==> src/rtl/adder_pipe.sv <==
// Pipelined ripple-carry adder/subtractor: one CHUNK-bit slice summed per stage,
// with the carry registered between stages and valid/ready handshakes on both ends.
module adder_pipe #(
   parameter int WIDTH = 32,
   parameter int CHUNK = 8
) (
   input  logic             clk,
   input  logic             rst,
   input  logic             in_valid,
   output logic             in_ready,
   input  logic [WIDTH-1:0] A,
   input  logic [WIDTH-1:0] B,
   input  logic             C_in,
   input  logic             sub,
   output logic             out_valid,
   input  logic             out_ready,
   output logic [WIDTH-1:0] S,
   output logic             C_out,
   output logic             ovf
);

   localparam int NS  = WIDTH / CHUNK;
   localparam int MSB = WIDTH - 1;

   logic             adv;
   logic [WIDTH-1:0] b_eff;
   logic [NS-1:0]    v_r;
   logic [NS-1:0]    c_r;
   logic [NS-1:0]    sa_r;
   logic [NS-1:0]    sb_r;
   logic [WIDTH-1:0] a_r [NS];
   logic [WIDTH-1:0] b_r [NS];
   logic [WIDTH-1:0] s_r [NS];
   logic [CHUNK:0]   slice_sum [NS];

   // The whole pipeline advances as one; a stalled output freezes every stage.
   assign adv      = !v_r[NS-1] || out_ready;
   assign in_ready = adv;

   always_comb begin
      b_eff        = sub ? ~B : B;
      slice_sum[0] = {1'b0, A[CHUNK-1:0]} + {1'b0, b_eff[CHUNK-1:0]}
                     + {{CHUNK{1'b0}}, C_in};
      for (int k = 1; k < NS; k++) begin
         slice_sum[k] = {1'b0, a_r[k-1][k*CHUNK +: CHUNK]}
                        + {1'b0, b_r[k-1][k*CHUNK +: CHUNK]}
                        + {{CHUNK{1'b0}}, c_r[k-1]};
      end
   end

   always_ff @(posedge clk or posedge rst) begin
      if (rst) begin
         v_r  <= '0;
         c_r  <= '0;
         sa_r <= '0;
         sb_r <= '0;
         for (int k = 0; k < NS; k++) begin
            a_r[k] <= '0;
            b_r[k] <= '0;
            s_r[k] <= '0;
         end
      end else if (adv) begin
         v_r[0]             <= in_valid;
         a_r[0]             <= A;
         b_r[0]             <= b_eff;
         s_r[0]             <= '0;
         s_r[0][CHUNK-1:0]  <= slice_sum[0][CHUNK-1:0];
         c_r[0]             <= slice_sum[0][CHUNK];
         sa_r[0]            <= A[MSB];
         sb_r[0]            <= b_eff[MSB];
         // Completed lower slices ride along; each stage fills in its own slice.
         for (int k = 1; k < NS; k++) begin
            v_r[k]                   <= v_r[k-1];
            a_r[k]                   <= a_r[k-1];
            b_r[k]                   <= b_r[k-1];
            s_r[k]                   <= s_r[k-1];
            s_r[k][k*CHUNK +: CHUNK] <= slice_sum[k][CHUNK-1:0];
            c_r[k]                   <= slice_sum[k][CHUNK];
            sa_r[k]                  <= sa_r[k-1];
            sb_r[k]                  <= sb_r[k-1];
         end
      end
   end

   assign out_valid = v_r[NS-1];
   assign S         = s_r[NS-1];
   assign C_out     = c_r[NS-1];
   assign ovf       = (sa_r[NS-1] == sb_r[NS-1]) && (S[MSB] != sa_r[NS-1]);

endmodule

==> config.mk <==
export PLATFORM = sky130hd
export DESIGN_NAME = adder_pipe
export DESIGN_NICKNAME = d
export VERILOG_FILES = /design/src/rtl/adder_pipe.sv
export SDC_FILE = /design/constraint.sdc
export NUM_CORES = 1
export LEC_CHECK = 0
export CAP_MARGIN = 10
export CORE_MARGIN = 2
export CORE_UTILIZATION = 40
export DETAILED_ROUTE_END_ITERATION = 16
export SLEW_MARGIN = 10
export SYNTH_ARGS = -nofsm -noshare
export SYNTH_HDL_FRONTEND = slang
export SYNTH_SLANG_ARGS = --single-unit
==> constraint.sdc <==
create_clock -name clk -period 5.52 [get_ports clk]
set_input_delay 0.552 -clock clk [delete_from_list [all_inputs] [get_ports clk]]
set_output_delay 0.552 -clock clk [all_outputs]
set_load 0.1 [all_outputs]
==> run_results.csv <==
group,metric,value,unit
drt,vias,6004,
timing,maxSlewViolCount,0,
finish,n_antenna_cell,0,
clocking,cts_tree,"built",
drt,firstDrtPassIters,4,
timing,final-setup-viol-count,0,
clocking,holdBufCountCts,0,
yosys,synth_cell_types,34,
floorplan,die_x,151,um
yosys,syn_area,8610,um^2
clocking,cts_buffer_depth,2,
grt,grt_pass1_wl,28.4,mm
clocking,cts_sinks,186,
pwr,pwr-share-clk,0.185,
yosys,synth_nets,1065,
timing,min_period,3260,ps
critical_path,crit_fanout,50,
yosys,synth-edff-count,0,
critical_path,critPathArrivalTime,2710,ps
finish,layout-drive-gt1-share,0.0411,
clocking,htreeDepth,4,
yosys,ys_top_cells_by_area,"dfrtp_1, nand2_1, ha_1",
floorplan,start_util,0.408,
timing,setup_tns,0,ps
timing,hold_ws,458,ps
critical_path,startpoint_type,"input pin",
place,dpl-instance-area,9630,um^2
clocking,clk_pin_slew_worst_paths,60,ps
clocking,cts.repair.resized,0,
timing,finalHoldViolations,0,
yosys,yosys_warnings,0,
grt,grt_max_degree,224,
drt,wire_per_inst,12.7,um
finish,syn_to_final_growth,18.7,%
finish,finalNetCount,1116,
drt,post_drt_via_cell_ratio,4.63,
pwr,power_frac_comb,0.459,
yosys,ys_seq_area_frac,0.540,
timing,fin_skew,8.14,ps
finish,postLayoutCellArea,10200,um^2
hold_path,hp-class,"reg2reg",
clocking,root_buffer,"clkbuf_16",
clocking,post_cts_buffers,0,
floorplan,ioPinCount,106,
floorplan,die-area,22700,um^2
grt,grt_use_total,0.157,
place,port_buffers,105,
grt,grt_pass1_vias,5760,
pwr,p_int,3.57,mW
timing,max_freq,0.307,GHz
drt,postRouteAntennaNets,0,
grt,antenna_found_initial,0,
yosys,ys_ff_latch,186,
pwr,ir_drop,0.000278,V
place,gp_congestion,0.757,
pwr,power_frac_seq,0.356,
drt,wl,16.5,mm
pwr,power.density,640,nW/um^2
timing,slew_headroom,0.308,
floorplan,core-area,21100,um^2
yosys,synthTopCellsByCount,"nand2_1, dfrtp_1, o21ai_0",
yosys,synthDominantCellAreaShare,0.540,
yosys,avgSynthCellArea,8.98,um^2
yosys,synth_area_leader_cell,"dfrtp_1",
critical_path,critPathKind,"in2out",
clocking,clk_latency,420,ps
critical_path,crit_path_end_kind,"output port",
yosys,synth_flop_cell,"dfrtp_1",
timing,fin_crit_sh,0.591,
yosys,synth_cells,959,
outcome,status,"completed",
flow_run,maxCapViolCount,0,
pwr,p_leak,4.93,nW
drt,drtIter0Drc,364,
pwr,switching_share,0.453,
pwr,p_sw,2.96,mW
timing,rsz0062_at_grt,"no",
grt,gr-total-overflow,0,
yosys,synthArstFlopShare,1.00,
drt,drc,0,
clocking,cts_buffers,17,
yosys,synthMostInstantiatedCell,"nand2_1",
timing,tightest_slew,1030,ps
floorplan,rows,53,
place,place_hpwl,10.7,mm
finish,fin_util,0.485,
floorplan,die_h,151,um
critical_path,worst-endpoint-required,4970,ps
## final timing paths
path / startpoint / end / slack (ps) / cells past startpoint
max: out_ready / in_ready / 2260 / 4
min in group asynchronous: rst / S[1]$_DFFE_PP0P_ / 720 / 3
max reg2reg: c_r[0]$_DFFE_PP0P_ / c_r[1]$_DFFE_PP0P_ / 3130 / 7
min reg2reg: v_r[2]$_DFFE_PP0P_ / v_r[2]$_DFFE_PP0P_ / 460 / 2
max in group asynchronous: rst / b_r[60]$_DFFE_PP0P_ / 4040 / 3
min: v_r[2]$_DFFE_PP0P_ / v_r[2]$_DFFE_PP0P_ / 460 / 2
## layout by cell type (no fill, tap or decap), types with 13 or more instances in the layout
| cell | count |
|---|---|
| a21oi_1 | 19 |
| clkbuf_16 | 17 |
| clkdlybuf4s50_1 | 104 |
| dfrtp_1 | 186 |
| ha_1 | 28 |
| inv_1 | 13 |
| nand2_1 | 445 |
| nor2_1 | 16 |
| nor3_1 | 13 |
| o21ai_0 | 55 |
| xnor2_1 | 29 |
| xor2_1 | 18 |
## per-layer routing
metal | part of all wire | GRT usage
met5 | 0 | 0
met1 | 0.52 | 0.238
met3 | 0.028 | 0.0291
met4 | 0.0092 | 0.0491
met2 | 0.44 | 0.227
## power by group through the flow
stage	combinational, mW	clock, mW	sequential [mW]
finish	3.00	1.21	2.33
global route	3.33	1.31	2.41
detailed placement	3.03	0	2.36
global placement	2.98	0	2.36
CTS	3.04	1.24	2.34
floorplan	2.53	0	2.30
## through the flow
step,cells,setup WS (ps),total power [mW]
finish,1298,2260,6.54
global placement,1266,2250,5.34
CTS,1298,2220,6.63
floorplan,959,2460,4.83
global route,1298,2180,7.05
detailed placement,1266,2220,5.39
## cell type report
type | instances | area [um^2]
clock inverters | 14 | 153
fillers | 2099 | 10900
multi-input cells | 681 | 3470
well taps | 275 | 344
clock buffers | 18 | 439
repair buffers | 109 | 1100
flip-flops and latches | 186 | 4650
inverters | 15 | 62.6
## kinds of logic after synthesis
family                   after synthesis  synth area share
flip-flops                           186             0.540
buffers and inverters                 92            0.0581
AND/OR/NAND/NOR                      486             0.218
AO/OA/AOI/OAI                        112            0.0764
adder cells (fa/ha/maj)               36            0.0593
XOR/XNOR                              47            0.0478
## worst max-delay path: stages
cell	delay, ps
clkdlybuf4s50_1	510
nor2b_4	70
inv_4	350
clkdlybuf4s50_1	1230
## state kept, by name, summed over array words and instances (netlist names)
name  flops
s_r      48
sb_r      4
sa_r      4
b_r      45
S        32
v_r       4
a_r      45
c_r       4
(Power assumes the default switching activity.)
